--- src/rtl/qspi_sram_burst_writer_pkg.sv ---
// Shared constants, state encoding and small helpers for the QPI SRAM burst writer.
// Opcodes and phase lengths describe the external QPI SRAM protocol.
package qspi_sram_burst_writer_pkg;

  localparam logic [7:0] QPI_WR = 8'h38;
  localparam logic [7:0] QPI_RD = 8'hEB;

  localparam int CMD_BITS  = 8;
  localparam int ADDR_NIBS = 6;
  localparam int WORD_NIBS = 8;
  localparam int MAX_WORDS = 512;

  typedef enum logic [2:0] {
    ST_IDLE,
    ST_LOAD,
    ST_CMD,
    ST_ADDR,
    ST_DATA,
    ST_CSHI
  } state_e;

  // A burst is only launched for counts the capture buffer can actually hold.
  function automatic logic cnt_valid(input logic [9:0] n);
    return (n != 10'd0) && (n <= 10'(MAX_WORDS));
  endfunction

endpackage

--- src/rtl/qspi_sram_burst_writer_sck_gen.sv ---
// SPI clock generator: CLK_DIV cycles low then CLK_DIV cycles high while enabled.
// Strobes are asserted in the cycle before the matching SCK edge becomes visible.
module qspi_sram_burst_writer_sck_gen #(
  parameter int CLK_DIV = 1
) (
  input  logic clk_i,
  input  logic rst_i,
  input  logic en_i,
  output logic sck_o,
  output logic rise_o,
  output logic fall_o
);

  localparam int CW = (CLK_DIV > 1) ? $clog2(CLK_DIV) : 1;

  logic [CW-1:0] cnt_q, cnt_d;
  logic          sck_q, sck_d;
  logic          half_end;

  assign half_end = (cnt_q == CW'(CLK_DIV - 1));

  // Disabled generator parks low with a fresh half-period count.
  always_comb begin
    cnt_d = cnt_q;
    sck_d = sck_q;
    if (!en_i) begin
      cnt_d = '0;
      sck_d = 1'b0;
    end else if (half_end) begin
      cnt_d = '0;
      sck_d = ~sck_q;
    end else begin
      cnt_d = cnt_q + 1'b1;
    end
  end

  always_ff @(posedge clk_i or posedge rst_i) begin
    if (rst_i) begin
      cnt_q <= '0;
      sck_q <= 1'b0;
    end else begin
      cnt_q <= cnt_d;
      sck_q <= sck_d;
    end
  end

  assign sck_o  = sck_q;
  assign rise_o = en_i && half_end && !sck_q;
  assign fall_o = en_i && half_end && sck_q;

endmodule

--- src/rtl/qspi_sram_burst_writer.sv ---
// Streams capture-buffer words to a quad-SPI SRAM as one QPI write burst
// (opcode, 24-bit address, N x 32-bit words) and pulses done_o when finished.
module qspi_sram_burst_writer
  import qspi_sram_burst_writer_pkg::*;
#(
  parameter int CLK_DIV = 1,
  parameter int CS_HI   = 2
) (
  input  logic        WBs_CLK_i,
  input  logic        WBs_RST_i,
  input  logic        start_i,
  input  logic [23:0] base_addr_i,
  input  logic [9:0]  word_cnt_i,
  output logic [8:0]  buf_ra_o,
  input  logic [31:0] buf_rd_i,
  output logic        busy_o,
  output logic        done_o,
  output logic        qspi_ce_n_o,
  output logic        qspi_sck_o,
  output logic [3:0]  qspi_oe_o,
  output logic [3:0]  qspi_dat_o
);

  localparam int HW = $clog2(CS_HI + 1);

  state_e        state_q, state_d;
  logic          ce_n_q, ce_n_d;
  logic [3:0]    oe_q, oe_d;
  logic [3:0]    dat_q, dat_d;
  logic [8:0]    ra_q, ra_d;
  logic          busy_q, busy_d;
  logic          done_q, done_d;
  logic [2:0]    cnt_q, cnt_d;
  logic [9:0]    left_q, left_d;
  logic [HW-1:0] hold_q, hold_d;
  logic [31:0]   sr_q, sr_d;
  logic [23:0]   addr_q, addr_d;
  logic [7:0]    cmd_q, cmd_d;
  logic          sck_rise, sck_fall;

  qspi_sram_burst_writer_sck_gen #(
    .CLK_DIV (CLK_DIV)
  ) u_sck (
    .clk_i  (WBs_CLK_i),
    .rst_i  (WBs_RST_i),
    .en_i   (~ce_n_q),
    .sck_o  (qspi_sck_o),
    .rise_o (sck_rise),
    .fall_o (sck_fall)
  );

  always_ff @(posedge WBs_CLK_i or posedge WBs_RST_i) begin
    if (WBs_RST_i) state_q <= ST_IDLE;
    else           state_q <= state_d;
  end

  always_comb begin
    state_d = state_q;
    unique case (state_q)
      ST_IDLE: if (start_i && cnt_valid(word_cnt_i)) state_d = ST_LOAD;
      ST_LOAD: if (cnt_q != 3'd0) state_d = ST_CMD;
      ST_CMD:  if (sck_fall && cnt_q == 3'(CMD_BITS - 1)) state_d = ST_ADDR;
      ST_ADDR: if (sck_fall && cnt_q == 3'(ADDR_NIBS - 1)) state_d = ST_DATA;
      ST_DATA: if (sck_fall && cnt_q == 3'(WORD_NIBS - 1) && left_q == 10'd1) state_d = ST_CSHI;
      ST_CSHI: if (hold_q == HW'(CS_HI - 1)) state_d = ST_IDLE;
      default: state_d = ST_IDLE;
    endcase
  end

  // Every IO change happens at phase entry or on an SCK fall, so the SRAM
  // always samples settled data on the following rise.
  always_comb begin
    ce_n_d = ce_n_q;
    oe_d   = oe_q;
    dat_d  = dat_q;
    ra_d   = ra_q;
    busy_d = busy_q;
    done_d = 1'b0;
    cnt_d  = cnt_q;
    left_d = left_q;
    hold_d = hold_q;
    sr_d   = sr_q;
    addr_d = addr_q;
    cmd_d  = cmd_q;
    unique case (state_q)
      ST_IDLE: begin
        if (start_i) begin
          if (cnt_valid(word_cnt_i)) begin
            busy_d = 1'b1;
            ra_d   = '0;
            cnt_d  = '0;
            left_d = word_cnt_i;
            addr_d = base_addr_i;
          end else begin
            done_d = 1'b1;
          end
        end
      end
      ST_LOAD: begin
        // First cycle presents ra=0; the buffer answers one cycle later.
        if (cnt_q == 3'd0) begin
          cnt_d = 3'd1;
        end else begin
          sr_d   = buf_rd_i;
          ce_n_d = 1'b0;
          oe_d   = 4'b0001;
          dat_d  = {3'b000, QPI_WR[7]};
          cmd_d  = {QPI_WR[6:0], 1'b0};
          cnt_d  = '0;
        end
      end
      ST_CMD: begin
        if (sck_fall) begin
          if (cnt_q == 3'(CMD_BITS - 1)) begin
            oe_d   = 4'hF;
            dat_d  = addr_q[23:20];
            addr_d = {addr_q[19:0], 4'h0};
            cnt_d  = '0;
          end else begin
            dat_d = {3'b000, cmd_q[7]};
            cmd_d = {cmd_q[6:0], 1'b0};
            cnt_d = cnt_q + 3'd1;
          end
        end
      end
      ST_ADDR: begin
        if (sck_fall) begin
          if (cnt_q == 3'(ADDR_NIBS - 1)) begin
            dat_d = sr_q[31:28];
            sr_d  = {sr_q[27:0], 4'h0};
            cnt_d = '0;
            if (left_q != 10'd1) ra_d = ra_q + 9'd1;
          end else begin
            dat_d  = addr_q[23:20];
            addr_d = {addr_q[19:0], 4'h0};
            cnt_d  = cnt_q + 3'd1;
          end
        end
      end
      ST_DATA: begin
        if (sck_fall) begin
          if (cnt_q == 3'(WORD_NIBS - 1)) begin
            cnt_d = '0;
            if (left_q == 10'd1) begin
              ce_n_d = 1'b1;
              oe_d   = 4'h0;
              dat_d  = 4'h0;
              hold_d = '0;
            end else begin
              // Prefetched word has been stable on buf_rd_i for most of this word.
              left_d = left_q - 10'd1;
              dat_d  = buf_rd_i[31:28];
              sr_d   = {buf_rd_i[27:0], 4'h0};
              if (left_q > 10'd2) ra_d = ra_q + 9'd1;
            end
          end else begin
            dat_d = sr_q[31:28];
            sr_d  = {sr_q[27:0], 4'h0};
            cnt_d = cnt_q + 3'd1;
          end
        end
      end
      ST_CSHI: begin
        if (hold_q == HW'(CS_HI - 1)) begin
          done_d = 1'b1;
          busy_d = 1'b0;
        end else begin
          hold_d = hold_q + 1'b1;
        end
      end
      default: ;
    endcase
  end

  always_ff @(posedge WBs_CLK_i or posedge WBs_RST_i) begin
    if (WBs_RST_i) begin
      ce_n_q <= 1'b1;
      oe_q   <= 4'h0;
      dat_q  <= 4'h0;
      ra_q   <= '0;
      busy_q <= 1'b0;
      done_q <= 1'b0;
      cnt_q  <= '0;
      left_q <= '0;
      hold_q <= '0;
    end else begin
      ce_n_q <= ce_n_d;
      oe_q   <= oe_d;
      dat_q  <= dat_d;
      ra_q   <= ra_d;
      busy_q <= busy_d;
      done_q <= done_d;
      cnt_q  <= cnt_d;
      left_q <= left_d;
      hold_q <= hold_d;
    end
  end

  always_ff @(posedge WBs_CLK_i) begin
    sr_q   <= sr_d;
    addr_q <= addr_d;
    cmd_q  <= cmd_d;
  end

  a_stable_on_rise : assert property (@(posedge WBs_CLK_i) disable iff (WBs_RST_i)
    sck_rise |-> (dat_d == dat_q && oe_d == oe_q && ce_n_d == ce_n_q));

  assign buf_ra_o    = ra_q;
  assign busy_o      = busy_q;
  assign done_o      = done_q;
  assign qspi_ce_n_o = ce_n_q;
  assign qspi_oe_o   = oe_q;
  assign qspi_dat_o  = dat_q;

endmodule

--- config.mk ---
export PLATFORM = sky130hd
export DESIGN_NAME = qspi_sram_burst_writer
export DESIGN_NICKNAME = d
export VERILOG_FILES = /design/src/rtl/qspi_sram_burst_writer_pkg.sv /design/src/rtl/qspi_sram_burst_writer_sck_gen.sv /design/src/rtl/qspi_sram_burst_writer.sv
export SDC_FILE = /design/constraint.sdc
export NUM_CORES = 1
export LEC_CHECK = 0
export ABC_CLOCK_PERIOD_IN_PS = 5100
export CAP_MARGIN = 20
export CORE_MARGIN = 3
export CORE_UTILIZATION = 53
export DETAILED_ROUTE_END_ITERATION = 7
export PLACE_DENSITY_LB_ADDON = 0.1
export SYNTH_ARGS = -nofsm -noshare
export SYNTH_HDL_FRONTEND = slang
export SYNTH_SLANG_ARGS = --single-unit
--- constraint.sdc ---
create_clock -name WBs_CLK_i -period 5.1 [get_ports WBs_CLK_i]
set_input_delay 1.02 -clock WBs_CLK_i [delete_from_list [all_inputs] [get_ports WBs_CLK_i]]
set_output_delay 1.02 -clock WBs_CLK_i [all_outputs]
set_load 0.05 [all_outputs]
Word-level counts from Yosys, hierarchy flattened --
Index checks and enable logic that the tools add are counted.
Word-level totals: memory bits (writable) 0, ROM bits 0, memories 0, input port bits 69, logic and storage cells 182, bits in latches 0, output and inout port bits 21, bits in registers 104
Operators by class: bitwise operators 3, shift operators 0, div/mod/pow operators 0, order comparisons 2, mux-type cells 87, reduce and logical (&&, ||, !) cells 35, multipliers 0, eq/ne operators 35, add/sub/neg operators 5
Operators by type and width (count):
- 2-to-1 mux 32 bit | 6
- 2-to-1 mux 24 bit | 6
- case mux 32 bit (3 select lines) | 1
- 2-to-1 mux 9 bit | 9
- case mux 24 bit (3 select lines) | 1
- 2-to-1 mux 4 bit | 14
- 2-to-1 mux 10 bit | 5
- != test 2 bit (second input constant) | 23
- 2-to-1 mux 3 bit | 12
- case mux 9 bit (3 select lines) | 1
- 2-to-1 mux 8 bit | 3
- case mux 10 bit (2 select lines) | 1
- AND reduction 5 bit | 4
- case mux 3 bit (6 select lines) | 1
- AND reduction 6 bit | 3
- case mux 4 bit (4 select lines) | 1
- case mux 8 bit (2 select lines) | 1
- 2-to-1 mux 1 bit | 15
- nonzero test 3 bit | 5
- AND reduction 7 bit | 2
- == test 3 bit (second input constant) | 4
- case mux 3 bit (4 select lines) | 1
- case mux 4 bit (3 select lines) | 1
- == test 10 x 1 -> 1 bit (second input constant) | 1
- other kinds (25) | 46

Depth between registers and ports, before layout --
Gate-level depths: netlist of run 1.
depth after elaboration 7, mapped depth 8, mapped depth without buffers 7

Cells and area by module --
A second synthesis of run 1 with hierarchy kept.
Second synthesis, totals: cell total of the unflattened synthesis 510, area total of the unflattened synthesis 5277.6 um2
By module, submodules not included:
- qspi_sram_burst_writer | seq. area each 2703.8 um2, instances 1, area an instance 5232.5 um2, cells an instance 506
- qspi_sram_burst_writer_sck_gen | seq. area each 25.0 um2, instances 1, area an instance 45.0 um2, cells an instance 4

Worst setup path before layout of run 1 --
OpenSTA, ideal clock, no wires.
path kind input -> register, start in word_cnt_i[5], end reg addr_q[0], enable pin, path slack 306 ps, data required time 4658 ps, stages on the path 6, arrival 4352 ps, buffers on the path 1, library setup time 442 ps, cell sequence or4_1 o31ai_1 and2_1 buf_2 nand2_1 a211oi_1
Between the ends: longest elaborated chain between the ends 4, elaborated cells between the ends (all ways) 5, classes of those cells order compare (1); eq/ne (1); reduce/logical (3)
RTL lines:
- start: declaration | RTL line qspi_sram_burst_writer.sv:13 | input logic [9:0] word_cnt_i,
- less-or-equal comparator 10 bit or nonzero test 10 bit (tied branches) | RTL line qspi_sram_burst_writer_pkg.sv:24 | return (n != 10'd0) && (n <= 10'(MAX_WORDS));
- logical AND 1 bit (*) | RTL line qspi_sram_burst_writer_pkg.sv:24
- != test 2 bit (no line) (*)
- AND reduction 7 bit (no line) (*)
- end signal: assignment | RTL line qspi_sram_burst_writer.sv:201 | addr_q <= addr_d;
- end: declaration | RTL line qspi_sram_burst_writer.sv:37 | logic [23:0] addr_q, addr_d;
Every way passes the cells marked *; elsewhere a longest branch is shown, timed or not. A chain may end at the register's enable or synchronous reset.

Worst setup path after layout of run 1 --
start in word_cnt_i[5], end reg addr_q[1], enable pin
The elaborated chain is that of the path after synthesis.

==> run metrics, run 1 <==
post-synthesis adder-cell area fraction 0.0221; final worst-path cycle share 0.749; synthesized flop and latch total 97; final core utilization 0.680; PD cells 543 nW/um^2; via count 4180; fin area 6310 sq um; grt total ovfl 0; CTS resizes 0; worst setup path start word_cnt_i[5]; Synth cell types 63; Crit path largest cell delay 0.56 ns; Max Clock Freq 262 MHz; Synth Area in Simple Gates 0.198; initial core utilization 0.549; # IOs 90; capture point of the worst reg-to-reg path left_q[1]$_DFFE_PP0P_; worst-case clock skew 0.0135 ns; clk buf depth 2; main combinational cell family by area after synthesis simple AND/OR/NAND/NOR gates; Max Cap Viol 0; GR Util met1 0.302; die area 10800 sq um; Detailed Route WL 11700 microns; Rows 35; Pins Over Slew Limit 0; Avg WL per Cell 16.1 microns; Placed Cells 707; cell family with most CP delay simple AND/OR/NAND/NOR gates; RR Startpoint state_q[0]$_DFFE_PP0P_; Post-synth EDFFs 60; Ant. Diodes 0; Routability Congestion 0.876; final worst setup slack 1.28 ns; DRT antenna net count 0; Max VDD drop 0.264 mV; sequential share of the synthesized area 0.535; Post-Syn Nets 595; core area 9280 sq um; first-pass GRT wire length 19700 microns; CP Cell Sequence clkdlybuf4s50_1 -> or4_1 -> o31ai_1 -> and2_1 -> nand2_1 -> a211oi_4 -> buf_4; multi-input gate area in the final layout 2210 sq um; worst hold slack 0.501 ns; CP Launch Type input pin; CP Data Arrival Time 3.86 ns; share of cells above drive strength 1 0.0688; slew of the pin with the lowest slew margin 1.04 ns; clk sinks 97; critical path endpoint category flip-flop; Syn. warnings 0; initial antenna violation count 0; gr usage total 0.221; Async S/R FF share, synth 0.381; Reg clk slew, reported paths 0.10 ns; DPL Wire Length 8010 microns; XOR/XNOR Fraction of Synth Area 0.00172; Die H 104 microns; Setup TNS 0 ns; Total Power 3.42 mW; DR iter-0 viols 305; Port-buffer cells 89; worst hold path class reg -> reg; multiplexer area fraction after synthesis 0.0125; H-tree lvl count 3; # setup viols final 0; Syn Std Cell Area 5100 sq um; Setup crit end addr_q[1]$_SDFFCE_PN0P_; Slew Limit Headroom 0.309; Final Hold Vio Count 0; placed inst area 6090 sq um; CP Max Fanout 24; Area growth syn-to-layout 23.8%; Post-CTS Setup Bufs 0; Slowest cell on crit path or4_1; Place WS 0.966 ns; Crit path depth 7; clock latency at the later pin of the worst-skew pair 0.37 ns; Num CTS Buffers 9; Die X-Extent 104 microns; drt via density 5.77; Register Area 2730 sq um; complex-gate fraction of the synthesized area 0.192; Critical path buffers and inverters 2; Reg2Reg Depth 5; RSZ-0062 raised after global routing no; met2 usage 0.352; Layout Nets 669; Hold Buf Count CTS 0; non-filler instance count after layout 725; ys flop type edfxtp_1; CTS tree yes; First-pass DRT Iterations 5; Fillers 760; GR Util met3 0.0385; cells after synthesis 517; status finished clean; vias in the first global route 4037; largest net degree at the start of global routing 41; R2R Setup Slk 1.93 ns; clock period minus worst slack 3.82 ns; kind of critical path in -> reg; CP Data Required Time 5.14 ns; Pleak 2.45 nW; DRC viols 0; Mapped Avg Cell Area 9.86 sq um; GRT busiest layer met2; hold depth 2; clock root cell clkbuf_8
[cells in the mapped netlist, types with 5 or more instances]
library cell	count	area (sq um)
o21ai_1	7	35.0
edfxtp_1	60	1800
and2_1	13	81.3
a222oi_1	5	50.1
o211ai_1	5	37.5
nor3_1	11	55.1
or3_1	5	31.3
a21oi_1	24	120
nor2_1	17	63.8
clkbuf_1	24	90.1
o21a_1	5	37.5
o21ai_0	15	75.1
inv_1	14	52.6
dfrtp_1	36	901
o2bb2ai_1	7	61.3
ha_1	9	113
a22oi_1	29	218
nand2b_1	6	37.5
a31oi_1	6	37.5
nor2b_1	5	31.3
nand2_1	138	518
[worst register-to-register path: stages, from the launching register on]
cell and delay [ns]:
dfrtp_1 1.03, or3b_2 0.58, nor2_1 0.14, a311oi_2 0.66, o21ai_2 0.31, mux2_2 0.35
[metal layers]
layer	part of all wire	wire, microns	up-vias
met5	0	0	-
li1	-	-	2041
met2	0.47	5550	135
met4	0.021	244	0
met1	0.45	5280	1985
met3	0.054	629	19
[worst min path at each step]
stage                              startpoint  slack, ns                         to
global route               sr_q[10]$_DFFE_PP_       0.54         sr_q[14]$_DFFE_PP_
global placement    qspi_dat_o[2]$_DFFE_PP0P_       0.48  qspi_dat_o[2]$_DFFE_PP0P_
CTS                 qspi_dat_o[2]$_DFFE_PP0P_       0.50  qspi_dat_o[2]$_DFFE_PP0P_
finish              qspi_dat_o[2]$_DFFE_PP0P_       0.50  qspi_dat_o[2]$_DFFE_PP0P_
detailed placement  qspi_dat_o[2]$_DFFE_PP0P_       0.48  qspi_dat_o[2]$_DFFE_PP0P_
floorplan               hold_q[0]$_DFFE_PP0P_       0.47      hold_q[0]$_DFFE_PP0P_
[where the power goes]
| part | switching [mW] | internal [mW] |
|---|---|---|
| combinational | 0.898 | 0.525 |
| sequential | 0.219 | 1.28 |
| clock | 0.265 | 0.242 |
| total | 1.38 | 2.04 |
[flip-flops by register name, indices dropped and copies added, names as in the netlist]
register	flops
state_q	3
buf_ra_o	9
cnt_q	3
addr_q	24
cmd_q	4
busy_o	1
done_o	1
hold_q	2
u_sck.sck_o	1
qspi_dat_o	4
qspi_ce_n_o	1
left_q	10
qspi_oe_o	2
sr_q	32
[cell usage in the layout, fill, tap and decap left out, drive strengths merged, types with 5 or more instances in the layout]
master / count
o2bb2ai: 7
nand2b: 6
edfxtp: 60
nor2b: 5
inv: 15
a222oi: 5
nand2: 138
clkbuf: 12
o21ai: 23
dfrtp: 36
and2: 13
o211ai: 5
buf: 8
nor2: 17
nor3: 11
a22oi: 29
o21a: 5
or3: 5
a31oi: 8
a21oi: 25
clkdlybuf4s50: 89
ha: 9
[cell type report]
class	instances	share of cell area
Clock buffer	12	0.0230
Clock inverter	4	0.00813
Inverter	14	0.00833
Multi-Input combinational cell	372	0.350
Sequential cell	97	0.433
Tap cell	129	0.0256
Timing Repair Buffer	97	0.153
[cells by family (layout without fill, tap and decap cells)]
family,count (synthesis),count (layout)
AO/OA/AOI/OAI,136,136
AND/OR/NAND/NOR,220,220
XOR/XNOR,1,1
buffers and inverters,48,127
multiplexers,6,6
adder cells (fa/ha/maj),9,9
flip-flops,97,97
(Power assumes the default switching activity.)
==> run 2: changes to the inputs <==
--- a/config.mk
+++ b/config.mk
@@ -5,7 +5,7 @@
 export SDC_FILE = /design/constraint.sdc
 export NUM_CORES = 1
 export LEC_CHECK = 0
-export ABC_CLOCK_PERIOD_IN_PS = 5100
+export ABC_CLOCK_PERIOD_IN_PS = 3860
 export CAP_MARGIN = 20
 export CORE_MARGIN = 3
 export CORE_UTILIZATION = 53
==> constraint.sdc (replaced) <==
create_clock -name WBs_CLK_i -period 3.86 [get_ports WBs_CLK_i]
set_input_delay 0.772 -clock WBs_CLK_i [delete_from_list [all_inputs] [get_ports WBs_CLK_i]]
set_output_delay 0.772 -clock WBs_CLK_i [all_outputs]
set_load 0.05 [all_outputs]
==> run metrics, run 2 (synthesis gave the netlist of run 1 again) <==
most flop-heavy register sr_q; clk buf depth 2 (unchanged); Crit path largest cell delay 0.56 ns (about the same); First-pass DRT Iterations 5 (unchanged); clock period minus worst slack 3.13 ns; non-filler instance count after layout 731 (+0.83%); Final Hold Vio Count 0 (unchanged); CP Launch Type input pin; CP Max Fanout 24 (unchanged); grt total ovfl 0 (unchanged); largest registers sr_q (32), addr_q (24), left_q (10); Layout Nets 675 (+0.90%); Slowest cell on crit path or4_1; Die H 104 microns (unchanged); Pleak 2.49 nW (+1.5%); Port-buffer cells 89 (unchanged); Setup TNS 0 ns (unchanged); Max Clock Freq 319 MHz; DRC viols 0 (unchanged); DRT antenna net count 0 (unchanged); Slew Limit Headroom 0.283 (-0.0264); Num CTS Buffers 9 (unchanged); vias in the first global route 4016 (-0.52%); CP Cell Sequence clkdlybuf4s50_1 -> or4_1 -> o31ai_1 -> and2_1 -> nand2_1 -> a211oi_4 -> buf_4; Detailed Route WL 11700 microns (about the same); Placed Cells 715 (+1.1%); critical path endpoint category flip-flop; RR Startpoint state_q[2]$_DFFE_PP0P_; Ant. Diodes 0 (unchanged); R2R Setup Slk 1.07 ns (-0.86 ns); initial core utilization 0.549 (unchanged); worst-case clock skew 0.0147 ns (+0.00121 ns); Die X-Extent 104 microns (unchanged); Area growth syn-to-layout 24.9%; max reg flops 32 (unchanged); core area 9280 sq um (unchanged); RSZ-0062 raised after global routing no; CTS tree yes; Setup crit end addr_q[22]$_DFFE_PP_; Fillers 750 (-1.3%); Pins Over Slew Limit 0 (unchanged); worst setup path start word_cnt_i[5]; Hold Buf Count CTS 0 (unchanged); first-pass GRT wire length 19400 microns (-1.7%); PD cells 721 nW/um^2 (+33%); drt via density 5.76 (-0.11%); Total Power 4.59 mW (+34%); clk sinks 97 (unchanged); gr usage total 0.218 (-0.00231); DR iter-0 viols 279 (-8.5%); via count 4210 (+0.72%); largest net degree at the start of global routing 41 (unchanged); die area 10800 sq um (unchanged); Post-CTS Setup Bufs 0 (unchanged); Routability Congestion 0.879 (+0.34%); clock root cell clkbuf_8; CTS resizes 0 (unchanged); share of cells above drive strength 1 0.0797 (+0.0109); capture point of the worst reg-to-reg path buf_ra_o[7]$_DFFE_PP0P_; kind of critical path in -> reg; commonest non-fill, non-tap cell in the layout nand2_1; slew of the pin with the lowest slew margin 1.07 ns (+0.0371 ns); status finished clean; worst hold path class reg -> reg; H-tree lvl count 3 (unchanged); clock latency at the later pin of the worst-skew pair 0.37 ns (about the same); Max VDD drop 0.320 mV (+21%); Rows 35 (unchanged); CP Data Arrival Time 3.17 ns (-0.69 ns); Max Cap Viol 0 (unchanged); CP Data Required Time 3.90 ns (-1.24 ns); # IOs 90 (unchanged); Reg clk slew, reported paths 0.10 ns (about the same); final worst-path cycle share 0.812; # setup viols final 0 (unchanged); Reg2Reg Depth 7 (+2); Avg WL per Cell 16.0 microns (-0.83%); DPL Wire Length 8070 microns (+0.82%); most frequent cells in the layout 138 x nand2_1, 89 x clkdlybuf4s50_1, 60 x edfxtp_1; initial antenna violation count 0 (unchanged)
-- run 2: cell count changes in the layout (fill, tap and decap cells not counted) --
| cell | before | now |
|---|---|---|
| buf_4 | 6 | 14 |
| buf_6 | 1 | 0 |
| buf_8 | 1 | 0 |
| bufinv_16 | 1 | 2 |
| clkbuf_1 | 2 | 1 |
| clkbuf_8 | 10 | 9 |
| clkinv_4 | 0 | 1 |
-- run 2: per-layer routing --
layer / wire length (microns) / track usage / up-vias
li1: - / - / 2047
met1: 5160 / 0.294 / 1996
met2: 5690 / 0.354 / 148
met3: 647 / 0.0416 / 19
met4: 199 / 0.0798 / 0
met5: 0 / 0 / -
-- run 2: worst max-delay path, delay by kind of cell --
family | cells | cell delay, ns
AO/OA/AOI/OAI | 2 | 0.74
buffers and inverters | 2 | 0.77
AND/OR/NAND/NOR | 3 | 0.88
-- run 2: final cells by class --
class,count,area [sq um],area share
clock buffers,10,128,0.0201
clock inverters,6,90.1,0.0142
flip-flops and latches,97,2730,0.429
well taps,129,161,0.0254
repair buffers,103,996,0.157
multi-input cells,372,2210,0.347
inverters,14,52.6,0.00826
-- run 2: how the worst min path moves through the flow --
stage	from	end	depth (start not counted)	slack (ns)
6_report	qspi_dat_o[2]$_DFFE_PP0P_	qspi_dat_o[2]$_DFFE_PP0P_	2	0.49
5_1_grt	qspi_dat_o[2]$_DFFE_PP0P_	qspi_dat_o[2]$_DFFE_PP0P_	2	0.52
4_1_cts	qspi_dat_o[2]$_DFFE_PP0P_	qspi_dat_o[2]$_DFFE_PP0P_	2	0.50
3_5_place_dp	qspi_dat_o[2]$_DFFE_PP0P_	qspi_dat_o[2]$_DFFE_PP0P_	2	0.48
3_3_place_gp	qspi_dat_o[2]$_DFFE_PP0P_	qspi_dat_o[2]$_DFFE_PP0P_	2	0.48
2_1_floorplan	hold_q[0]$_DFFE_PP0P_	hold_q[0]$_DFFE_PP0P_	1	0.47
-- run 2: report_power, final --
part | total [mW] | switching [mW] | internal (mW)
sequential | 1.93 | 0.242 | 1.69
combinational | 1.93 | 1.23 | 0.705
clock | 0.727 | 0.359 | 0.368
total | 4.59 | 1.83 | 2.76
-- run 2: per-stage QoR --
stage | cell area, sq um | utilization | hold slack, ns | setup WS, ns
floorplan | 5100 | - | 0.468 | 0.130
global placement | 6150 | 0.662 | 0.480 | 0.357
detailed placement | 6150 | 0.662 | 0.476 | 0.373
CTS | 6360 | 0.685 | 0.499 | 0.730
global route | 6360 | 0.685 | 0.517 | 0.627
finish | 6360 | 0.685 | 0.491 | 0.727
==> run 3: changes to the inputs <==
--- a/config.mk
+++ b/config.mk
@@ -5,7 +5,7 @@
 export SDC_FILE = /design/constraint.sdc
 export NUM_CORES = 1
 export LEC_CHECK = 0
-export ABC_CLOCK_PERIOD_IN_PS = 3860
+export ABC_CLOCK_PERIOD_IN_PS = 3000
 export CAP_MARGIN = 20
 export CORE_MARGIN = 3
 export CORE_UTILIZATION = 53
==> constraint.sdc (replaced) <==
create_clock -name WBs_CLK_i -period 3 [get_ports WBs_CLK_i]
set_input_delay 0.6 -clock WBs_CLK_i [delete_from_list [all_inputs] [get_ports WBs_CLK_i]]
set_output_delay 0.6 -clock WBs_CLK_i [all_outputs]
set_load 0.05 [all_outputs]
==> run metrics, run 3 (synthesis gave the netlist of run 1 again) <==
Detailed Route WL 11900 microns (+2.0%); Ant. Diodes 0 (unchanged); vias in the first global route 4214 (+4.9%); Rows 35 (unchanged); clock period minus worst slack 2.89 ns; initial antenna violation count 0 (unchanged); max reg flops 32 (unchanged); GR Util met3 0.0478 (+0.00621); hold path endpoint qspi_dat_o[2]$_DFFE_PP0P_; RSZ-0062 raised after global routing no; First-pass DRT Iterations 6 (+1); initial core utilization 0.549 (unchanged); first-pass GRT wire length 20300 microns (+5.1%); Layout Nets 692 (+2.5%); slew of the pin with the lowest slew margin 0.671 ns (-0.402 ns); DRT antenna net count 0 (unchanged); die area 10800 sq um (unchanged); CP Data Required Time 3.07 ns (-0.83 ns); final core utilization 0.698 (+0.0121); Area growth syn-to-layout 27.1%; core area 9280 sq um (unchanged); clk buf depth 2 (unchanged); Place WS -0.278 ns (-0.651 ns); Hold Buf Count CTS 0 (unchanged); Final Hold Vio Count 0 (unchanged); # setup viols final 0 (unchanged); worst hold path class reg -> reg; share of cells above drive strength 1 0.108 (+0.0285); final worst setup slack 0.111 ns (-0.615 ns); CP Launch Type input pin; clock root cell clkbuf_8; Avg WL per Cell 15.9 microns (-0.34%); commonest non-fill, non-tap cell in the layout nand2_1; PD cells 909 nW/um^2 (+26%); Reg clk slew, reported paths 0.10 ns (about the same); Pleak 2.57 nW (+3.0%); drt via density 5.74 (-0.30%); hold depth 2 (unchanged); largest registers sr_q (32), addr_q (24), left_q (10); met2 usage 0.366 (+0.0116); CP Data Arrival Time 2.96 ns (-0.21 ns); gr usage total 0.225 (+0.00686); critical path endpoint category flip-flop; CTS resizes 0 (unchanged); Fillers 725 (-3.3%); Die H 104 microns (unchanged); Reg2Reg Depth 7 (unchanged); R2R Setup Slk 0.65 ns (-0.42 ns); most flop-heavy register sr_q; status finished clean; CP Max Fanout 16 (-33%); RR Startpoint state_q[2]$_DFFE_PP0P_; Pins Over Slew Limit 0 (unchanged); Max Clock Freq 346 MHz; Worst Min Path Start qspi_dat_o[2]$_DFFE_PP0P_; final worst-path cycle share 0.963; DR iter-0 viols 248 (-11%); Max VDD drop 0.411 mV (+28%); Die X-Extent 104 microns (unchanged); GR Util met1 0.300 (+0.00600); most frequent cells in the layout 138 x nand2_1, 89 x clkdlybuf4s50_1, 60 x edfxtp_1; CTS tree yes; via count 4295 (+2.0%); DPL Wire Length 8520 microns (+5.5%); Num CTS Buffers 9 (unchanged); largest net degree at the start of global routing 40 (-2.4%); kind of critical path in -> reg; Slew Limit Headroom 0.548 (+0.265); H-tree lvl count 3 (unchanged); Total Power 5.88 mW (+28%); # IOs 90 (unchanged); worst-case clock skew 0.00991 ns (-0.00477 ns); GRT busiest layer met2; Setup TNS 0 ns (unchanged); clk sinks 97 (unchanged); clock latency at the later pin of the worst-skew pair 0.36 ns (about the same); Routability Congestion 0.853 (-3.0%); grt total ovfl 0 (unchanged); DRC viols 0 (unchanged); Post-CTS Setup Bufs 0 (unchanged); Port-buffer cells 89 (unchanged); Max Cap Viol 0 (unchanged); capture point of the worst reg-to-reg path sr_q[20]$_DFFE_PP_
## run 3: changes by cell type in the layout (fill, tap and decap cells not counted)
| cell | change |
|---|---|
| o31ai_4 | +1 |
| buf_4 | +16 |
| clkinvlp_4 | -1 |
| bufinv_16 | -2 |
| inv_8 | +1 |
| and2_1 | -1 |
| buf_8 | +1 |
| clkinv_4 | +1 |
| o31ai_1 | -1 |
| inv_6 | +1 |
| and2_4 | +1 |
## run 3: metrics by stage
stage | instances | area (sq um) | hold slack, ns
finish | 748 | 6480 | 0.504
global route | 748 | 6480 | 0.540
CTS | 748 | 6480 | 0.503
detailed placement | 732 | 6300 | 0.480
global placement | 731 | 6280 | 0.476
floorplan | 517 | 5130 | 0.468
## run 3: layout make-up
class | instances | area [sq um] | share of cell area
Timing Repair Buffer | 120 | 1130 | 0.175
Clock buffer | 10 | 128 | 0.0197
Inverter | 14 | 52.6 | 0.00811
Tap cell | 129 | 161 | 0.0249
Multi-Input combinational cell | 372 | 2220 | 0.343
Clock inverter | 6 | 51.3 | 0.00792
Sequential cell | 97 | 2730 | 0.421
## run 3: how the worst max path moves through the flow
stage / from / slack, ns / endpoint
4_1_cts: word_cnt_i[5] / 0.09 / addr_q[18]$_DFFE_PP_
5_1_grt: word_cnt_i[5] / 0.002 / addr_q[18]$_DFFE_PP_
2_1_floorplan: word_cnt_i[5] / 0.002 / addr_q[0]$_SDFFCE_PN0P_
3_3_place_gp: word_cnt_i[5] / -0.51 / addr_q[20]$_DFFE_PP_
3_5_place_dp: word_cnt_i[5] / -0.28 / addr_q[3]$_SDFFCE_PN0P_
6_report: word_cnt_i[5] / 0.11 / addr_q[18]$_DFFE_PP_
## run 3: power breakdown
group	internal, mW	leakage [nW]	switching (mW)
Clock	0.315	0.0931	0.473
Sequential	2.17	1.04	0.286
Combinational	1.00	1.43	1.64
Total	3.49	2.57	2.40
## run 3: per-layer routing
metal  vias to the layer above  wire (microns)
met5                         -               0
met4                         0             249
met3                        25             733
met2                       163            5800
met1                      2031            5150
li1                       2076               -
## run 3: worst max-delay path, stage by stage
cell and delay [ns]:
clkdlybuf4s50_1 0.42, or4_1 0.62, o31ai_4 0.25, and2_4 0.18, nand2_1 0.08, a211oi_4 0.55, buf_8 0.25
